[config.mk]
export PLATFORM = sky130hd
export DESIGN_NAME = apb_master
export DESIGN_NICKNAME = d
export VERILOG_FILES = /design/src/rtl/apb_master.sv
export SDC_FILE = /design/constraint.sdc
export NUM_CORES = 1
export LEC_CHECK = 0
export ABC_AREA = 1
export CORE_ASPECT_RATIO = 2
export CORE_MARGIN = 5
export CORE_UTILIZATION = 62
export DETAILED_ROUTE_END_ITERATION = 8
export DONT_BUFFER_PORTS = 1
export PLACE_DENSITY = 0.86
export SKIP_LAST_GASP = 1
export SLEW_MARGIN = 20
export SYNTH_ARGS = -nofsm -noshare
export SYNTH_HDL_FRONTEND = slang
export SYNTH_SLANG_ARGS = --single-unit
[constraint.sdc]
create_clock -name apb_clk_in -period 1.57 [get_ports apb_clk_in]
set_input_delay 0.3925 -clock apb_clk_in [delete_from_list [all_inputs] [get_ports apb_clk_in]]
set_output_delay 0.3925 -clock apb_clk_in [all_outputs]
set_load 0.01 [all_outputs]
[src/rtl/apb_master.sv]
// APB3 initiator: turns one valid/ready command into one SETUP/ACCESS transfer and one response pulse.
// Latency: accept edge E0, SETUP E0..E1, ACCESS from E1, response pulse 1 cycle after ready (min 4 cycles/transfer).
// Backpressure: cmd_ready_out is high only in IDLE; rsp_valid_out is a single-cycle pulse that cannot be stalled.
//
// Ports:
//   apb_clk_in / apb_rstn_in          clock, synchronous active-low reset
//   cmd_valid_in / cmd_ready_out      command handshake; cmd_write_in/cmd_addr_in/cmd_wdata_in captured on accept
//   rsp_valid_out                     response pulse with rsp_rdata_out / rsp_slverr_out / rsp_timeout_out
//   apb_*_out / apb_*_in              APB3 bus (PADDR, PSEL, PENABLE, PWRITE, PWDATA, PRDATA, PREADY, PSLVERR)
module apb_master #(
    parameter int APB_ADDR_WIDTH = 32,
    parameter int APB_DATA_WIDTH = 32,
    parameter int TIMEOUT_CYCLES = 16
) (
    input  logic                      apb_clk_in,
    input  logic                      apb_rstn_in,
    input  logic                      cmd_valid_in,
    output logic                      cmd_ready_out,
    input  logic                      cmd_write_in,
    input  logic [APB_ADDR_WIDTH-1:0] cmd_addr_in,
    input  logic [APB_DATA_WIDTH-1:0] cmd_wdata_in,
    output logic                      rsp_valid_out,
    output logic [APB_DATA_WIDTH-1:0] rsp_rdata_out,
    output logic                      rsp_slverr_out,
    output logic                      rsp_timeout_out,
    output logic [APB_ADDR_WIDTH-1:0] apb_addr_out,
    output logic                      apb_psel_out,
    output logic                      apb_penable_out,
    output logic                      apb_write_out,
    output logic [APB_DATA_WIDTH-1:0] apb_wdata_out,
    input  logic [APB_DATA_WIDTH-1:0] apb_rdata_in,
    input  logic                      apb_ready_in,
    input  logic                      apb_slverr_in
);

    typedef enum logic [1:0] {IDLE, SETUP, ACCESS, RESP} state_t;

    // Abort fires on the edge that would record the TIMEOUT_CYCLES-th unready ACCESS cycle.
    localparam logic [7:0] CNT_LAST = 8'(TIMEOUT_CYCLES - 1);

    state_t                    state_q, state_d;
    logic [7:0]                cnt_q, cnt_d;
    logic                      cmd_ready_q, cmd_ready_d;
    logic                      rsp_valid_q, rsp_valid_d;
    logic [APB_DATA_WIDTH-1:0] rsp_rdata_q, rsp_rdata_d;
    logic                      rsp_slverr_q, rsp_slverr_d;
    logic                      rsp_timeout_q, rsp_timeout_d;
    logic [APB_ADDR_WIDTH-1:0] addr_q, addr_d;
    logic                      psel_q, psel_d;
    logic                      penable_q, penable_d;
    logic                      write_q, write_d;
    logic [APB_DATA_WIDTH-1:0] wdata_q, wdata_d;

    // Outputs are registered, so each *_d below is the value for the state being entered.
    always_comb begin
        state_d       = state_q;
        cnt_d         = cnt_q;
        cmd_ready_d   = 1'b0;
        rsp_valid_d   = 1'b0;
        rsp_rdata_d   = rsp_rdata_q;
        rsp_slverr_d  = rsp_slverr_q;
        rsp_timeout_d = rsp_timeout_q;
        addr_d        = addr_q;
        psel_d        = 1'b0;
        penable_d     = 1'b0;
        write_d       = write_q;
        wdata_d       = wdata_q;

        case (state_q)
            IDLE: begin
                cmd_ready_d = 1'b1;
                // Handshake uses the registered ready, so the first cycle after reset never accepts.
                if (cmd_valid_in && cmd_ready_q) begin
                    write_d     = cmd_write_in;
                    addr_d      = cmd_addr_in;
                    wdata_d     = cmd_wdata_in;
                    psel_d      = 1'b1;
                    cmd_ready_d = 1'b0;
                    state_d     = SETUP;
                end
            end
            SETUP: begin
                psel_d    = 1'b1;
                penable_d = 1'b1;
                state_d   = ACCESS;
            end
            ACCESS: begin
                if (apb_ready_in) begin
                    rsp_rdata_d   = write_q ? '0 : apb_rdata_in;
                    rsp_slverr_d  = apb_slverr_in;
                    rsp_timeout_d = 1'b0;
                    rsp_valid_d   = 1'b1;
                    state_d       = RESP;
                end else if (cnt_q == CNT_LAST) begin
                    cnt_d         = cnt_q + 8'd1;
                    rsp_rdata_d   = '0;
                    rsp_slverr_d  = 1'b0;
                    rsp_timeout_d = 1'b1;
                    rsp_valid_d   = 1'b1;
                    state_d       = RESP;
                end else begin
                    cnt_d     = cnt_q + 8'd1;
                    psel_d    = 1'b1;
                    penable_d = 1'b1;
                end
            end
            RESP: begin
                cnt_d       = 8'd0;
                cmd_ready_d = 1'b1;
                state_d     = IDLE;
            end
            default: begin
                state_d = IDLE;
            end
        endcase
    end

    always_ff @(posedge apb_clk_in) begin
        if (!apb_rstn_in) begin
            state_q       <= IDLE;
            cnt_q         <= 8'd0;
            cmd_ready_q   <= 1'b0;
            rsp_valid_q   <= 1'b0;
            rsp_rdata_q   <= '0;
            rsp_slverr_q  <= 1'b0;
            rsp_timeout_q <= 1'b0;
            addr_q        <= '0;
            psel_q        <= 1'b0;
            penable_q     <= 1'b0;
            write_q       <= 1'b0;
            wdata_q       <= '0;
        end else begin
            state_q       <= state_d;
            cnt_q         <= cnt_d;
            cmd_ready_q   <= cmd_ready_d;
            rsp_valid_q   <= rsp_valid_d;
            rsp_rdata_q   <= rsp_rdata_d;
            rsp_slverr_q  <= rsp_slverr_d;
            rsp_timeout_q <= rsp_timeout_d;
            addr_q        <= addr_d;
            psel_q        <= psel_d;
            penable_q     <= penable_d;
            write_q       <= write_d;
            wdata_q       <= wdata_d;
        end
    end

    assign cmd_ready_out   = cmd_ready_q;
    assign rsp_valid_out   = rsp_valid_q;
    assign rsp_rdata_out   = rsp_rdata_q;
    assign rsp_slverr_out  = rsp_slverr_q;
    assign rsp_timeout_out = rsp_timeout_q;
    assign apb_addr_out    = addr_q;
    assign apb_psel_out    = psel_q;
    assign apb_penable_out = penable_q;
    assign apb_write_out   = write_q;
    assign apb_wdata_out   = wdata_q;

endmodule

==> flow_metrics.tcl, run 1 <==
set metrics [dict create \
    status "complete, no violations" \
    skew_ns 0.0140 \
    critPathSlowestCell "dfxtp_1" \
    synthArstFlopShare_pct 0 \
    initial_utilization_pct 62.8 \
    cp.arrival_ns 1.81 \
    rows 44 \
    nets 637 \
    routed_wl_um 10600 \
    path_class "reg -> reg" \
    syn2layout_area_growth_pct 17.3 \
    routabilityCongestion 0.790 \
    drt_first_pass_iters 5 \
    route.vias.total 3532 \
    layout-drive-gt1-share_pct 16.9 \
    min_period_ns 1.49 \
    setup_ws_ns 0.0817 \
    ys_seq_area_share_pct 50.3 \
    antenna_found_initial 0 \
    grt_usage_pct 22.9 \
    grt_max_degree 104 \
    drc_errors 0 \
    routed_via_density 5.56 \
    relSlewSlack_pct 78.1 \
    synth_cells 535 \
    synth_nets 642 \
    core_um2 7160 \
    yosys.area.top_type_share_pct 50.3 \
    drt-initial-drc-count 178 \
    path_clk_slew_ns 0.05 \
    diodes 0 \
    netlist_top_cells_count "dfxtp_1 (113), inv_1 (80), a21oi_1 (76)" \
    fmax_mhz 672 \
    grt_pass1_vias 3395 \
    reg2reg_slack_ns 0.08 \
    fp.dieH_um 130 \
    cp-end-kind "register" \
    ys_ff_latch 113 \
    portBuffers 0 \
    dp.cells 599 \
    drv_slew 0 \
    hp-class "in -> reg" \
    cap_violations 0 \
    critical_path_required_ns 1.89 \
    yosysMostFrequentCell "dfxtp_1" \
    fin_util_pct 73.7 \
    boundaryPins 205 \
    die_area_um2 9160 \
    start_kind "register" \
    ys_warn_count 0 \
    cts_buffer_depth 2 \
    slowest_delay_ns 0.36 \
    avgSynthCellArea_um2 8.40 \
    crit_fanout 24 \
    power_density_nw_per_um2 1790 \
    tritoncts "yes" \
    hpwl_um 6990 \
    final-instance-count-excl-fill 635 \
    synth_area_um2 4490 \
    grt_pass1_wl_um 16400 \
    ys_types 24 \
    fin_crit_sh_pct 94.8 \
    clkSinkCount 113 \
    leakagePower_uw 0.00196 \
    worst_slew_pin_slew_ns 0.325 \
    synth-edff-count 0 \
    root_buffer "clkbuf_16" \
    clk_latency_ns 0.41 \
    peakVddDrop_mv 1.17 \
    dieWidth_um 70.2 \
    place_ws_ns 0.00995 \
    overflow 0 \
    cts_made_buffers 17 \
    htreeDepth 4 \
    rsz0062_at_grt "yes" \
    synth_area_leaders "dfxtp_1 (50%), a21oi_1 (8.5%), nand3_1 (8.1%), o21ai_0 (8.0%), inv_1 (6.7%)" \
    detail_route.wl_per_cell_um 16.7 \
    fin_tns_setup_ns 0 \
    setup_viol 0 \
    finalHoldViolCount 0 \
    ant_nets 0 \
    crit_chain "inv_1 -> ha_2 -> nand3_4 -> buf_12 -> clkbuf_16 -> a21oi_1" \
    synth_ff_type "dfxtp_1" \
    yosys.area.top_type "dfxtp_1" \
    cts_hold_buf 0 \
]
## logic make-up (layout without fill, tap and decap cells)
| group | Yosys count | in the layout | share of synthesized area (%) |
|---|---|---|---|
| buffers and inverters | 121 | 129 | 12.7 |
| adders and majority gates | 5 | 5 | 1.39 |
| DFF | 113 | 113 | 50.3 |
| and+or+nand+nor | 115 | 115 | 12.8 |
| AOI/OAI and AO/OA | 181 | 181 | 22.8 |
## flip-flops by register name, indices dropped and copies added, names as in the netlist
name,cells
rsp_rdata_out,32
apb_write_out,1
apb_addr_out,32
rsp_timeout_out,1
state_q,2
cmd_ready_out,1
apb_wdata_out,32
rsp_slverr_out,1
apb_penable_out,1
rsp_valid_out,1
cnt_q,8
apb_psel_out,1
## report_power, final
part | internal (uW) | switching (uW) | total [uW] | leakage, uW
Combinational | 536 | 776 | 1310 | 0.000730
Sequential | 3340 | 546 | 3890 | 0.000918
Clock | 2910 | 1320 | 4220 | 0.000317
## layer usage
layer  track usage, %  wire length, um  vias up
met4             10.6              113        0
met2             37.1             5570      148
met5                0                0        -
li1                 -                -     1770
met1             24.8             3790     1604
met3             11.7             1140       10
## what timing repair did
action,4_1_cts,5_1_grt
pin swaps,0,3
gates cloned,0,2
gates resized for setup,1,13
setup buffers,0,2
endpoints found under the setup margin,1,90
hold endpoints to repair,0,0
## layout make-up
cell class              instances  area [um2]
flip-flops and latches        113        2260
fillers                       517        1880
multi-input cells             301        1710
clock buffers                  20         457
inverters                      82         308
repair buffers                 15         214
clock inverters                12         205
well taps                      92         115
## layout by cell type, fill, tap and decap left out, types with 2 or more instances in the layout
cell type and n:
dfxtp_1 113, inv_1 79, a21oi_1 76, nand3_1 72, o21ai_0 67, o21ai_2 30
nand2_1 21, clkbuf_16 19, nor2_1 9, buf_4 7, o21ai_1 5, bufinv_16 5
buf_12 5, inv_2 3, nand3_2 3, ha_1 3, clkinv_4 3, nand2_2 2
nor2_2 2, nand2_8 2, a211oi_1 2, clkinvlp_4 2, clkbuf_8 2
## per-stage QoR
step | hold WS [ns] | power, uW | instance area [um2]
final | 0.130 | 9420 | 5270
after CTS | 0.102 | 9360 | 5160
after global routing | 0.118 | 9900 | 5270
after global placement | 0.452 | 5060 | 4490
after detailed placement | 0.459 | 5120 | 4490
after floorplan | 0.437 | 4830 | 4490
## critical path, delay by kind of cell, from the launching register on
| kind | cells | cell delay (ns) |
|---|---|---|
| buffers and inverters | 3 | 0.46 |
| flip-flops | 1 | 0.36 |
| adder cells (fa/ha/maj) | 1 | 0.22 |
| AND/OR/NAND/NOR | 1 | 0.18 |
| AO/OA/AOI/OAI | 1 | 0.17 |
## path summary, 6_finish.rpt
| check | start | end | cells after the start |
|---|---|---|---|
| worst max register to register | state_q[1] | apb_addr_out[17] | 6 |
| worst min register to register | cnt_q[2] | cnt_q[2] | 2 |
| worst min-delay path | apb_slverr_in | rsp_slverr_out | 2 |
| worst max-delay path | state_q[1] | apb_addr_out[17] | 6 |
(Power assumes the default switching activity.)
==> run 2: changes to the inputs <==
Clock period 1.57 ns to 1.8 ns, I/O delays scaled along.
==> run 2 against run 1 <==
Wire length shrank 3.4%; largest power group is now registers; worst setup slack gained 0.10 ns; design area shrank 4.5%.
==> flow_metrics.tcl, run 2 (synthesis gave the netlist of run 1 again) <==
set metrics [dict create \
    critPathSlowestCell "ha_1" \
    drt-initial-drc-count 191 \
    nets 630 \
    cts_hold_buf 0 \
    relSlewSlack_pct 65.3 \
    crit_buf_inv 3 \
    syn2layout_area_growth_pct 12.1 \
    tritoncts "yes" \
    cap_violations 0 \
    grt_pass1_vias 3275 \
    path_clk_slew_ns 0.05 \
    place_ws_ns 0.155 \
    hpwl_um 6970 \
    hp-class "in -> reg" \
    routed_via_density 5.60 \
    crit_top_cell "inv_1" \
    highest-signal-layer "met4" \
    mostFrequentLayoutCell "dfxtp_1" \
    fp.dieH_um 130 \
    start_kind "register" \
    route.met3.wl_um 1190 \
    met1Wirelength_um 3790 \
    drv_slew 0 \
    overflow 0 \
    wl_met2_um 5170 \
    antenna_found_initial 0 \
    power_density_nw_per_um2 1500 \
    cp-end-kind "register" \
    fin_crit_sh_pct 89.8 \
    n_fill_cell 575 \
    cts_made_buffers 17 \
    routed_wl_um 10200 \
    path_class "reg -> reg" \
    grt_max_degree 104 \
    boundaryPins 205 \
    slowest_delay_ns 0.38 \
    ant_nets 0 \
    skew_ns 0.0233 \
    routabilityCongestion 0.802 \
    peakVddDrop_mv 1.08 \
    rows 44 \
    drc_errors 0 \
    critical_path_required_ns 2.14 \
    min_period_ns 1.62 \
    fmax_mhz 619 \
    htreeDepth 4 \
    final_cell_mix "dfxtp_1 (113), inv_1 (80), a21oi_1 (75)" \
    portBuffers 0 \
    core_um2 7160 \
    leakagePower_uw 0.00187 \
    cts_buffer_depth 2 \
    layout-drive-gt1-share_pct 14.3 \
    rsz0062_at_grt "no" \
    finalHoldViolCount 0 \
    clkSinkCount 113 \
    detail_route.wl_per_cell_um 16.4 \
    drt_first_pass_iters 4 \
    route.vias.total 3497 \
    clk_latency_ns 0.40 \
    path_delay_family "buffers and inverters" \
    crit_chain "inv_1 -> ha_1 -> nand2_1 -> inv_1 -> nand2_4 -> buf_4 -> o21ai_2" \
    status "complete, no violations" \
    cp.arrival_ns 1.96 \
    total_power_uw 7550 \
    fin_tns_setup_ns 0 \
    crit_fanout 16 \
    setup_viol 0 \
    dieWidth_um 70.2 \
    initial_utilization_pct 62.8 \
    root_buffer "clkbuf_16" \
    setup_ws_ns 0.183 \
    die_area_um2 9160 \
    worst_slew_pin_slew_ns 0.520 \
    grt_pass1_wl_um 16200 \
    diodes 0 \
    grt_usage_pct 22.3 \
]
==> run 2: final timing paths <==
kind / start / endpoint / slack [ns] / depth (start not counted)
hold reg to reg: cnt_q[2] / cnt_q[2] / 0.47 / 2
setup / recovery: state_q[0] / rsp_rdata_out[8] / 0.18 / 7
hold / removal: apb_slverr_in / rsp_slverr_out / 0.19 / 2
setup reg to reg: state_q[0] / rsp_rdata_out[8] / 0.18 / 7
==> run 2: area by class of cell <==
class / instances / area, um2 / share of cell area, %
flip-flops and latches: 113 / 2260 / 44.9
clock inverters: 6 / 82.6 / 1.64
well taps: 92 / 115 / 2.29
inverters: 82 / 308 / 6.11
repair buffers: 7 / 103 / 2.04
multi-input cells: 302 / 1690 / 33.5
clock buffers: 23 / 478 / 9.49
==> run 2: layer usage <==
layer  track usage [%]  up-vias
met3              12.8        4
met5                 0        -
met2              33.2      155
met4              9.59        0
li1                  -     1753
met1              26.2     1585
==> run 2: worst reg2reg max path, stage by stage, from the launching register on <==
cell and delay, ns:
dfxtp_1 0.33, inv_1 0.10, ha_1 0.38, nand2_1 0.09, inv_1 0.12, nand2_4 0.18, buf_4 0.24, o21ai_2 0.13
==> run 2: where the power goes <==
part	internal, uW	switching (uW)	total (uW)
Sequential	2920	486	3410
Clock	2110	1020	3130
Combinational	379	632	1010
Total	5410	2140	7550
==> run 2: per-stage QoR <==
stage / cells / hold slack, ns / util (%) / cell area (um2)
final: 625 / 0.186 / 70.4 / 5040
after CTS: 624 / 0.167 / 70.2 / 5020
after floorplan: 535 / 0.437 / - / 4490
after global routing: 625 / 0.169 / 70.4 / 5040
after global placement: 595 / 0.452 / 62.4 / 4460
after detailed placement: 595 / 0.461 / 62.4 / 4460
==> run 2: repair_timing <==
item | 4_1_cts | 5_1_grt
gates resized for setup | 0 | 1
endpoints found under the setup margin | 0 | 3
buffers inserted | 0 | 0
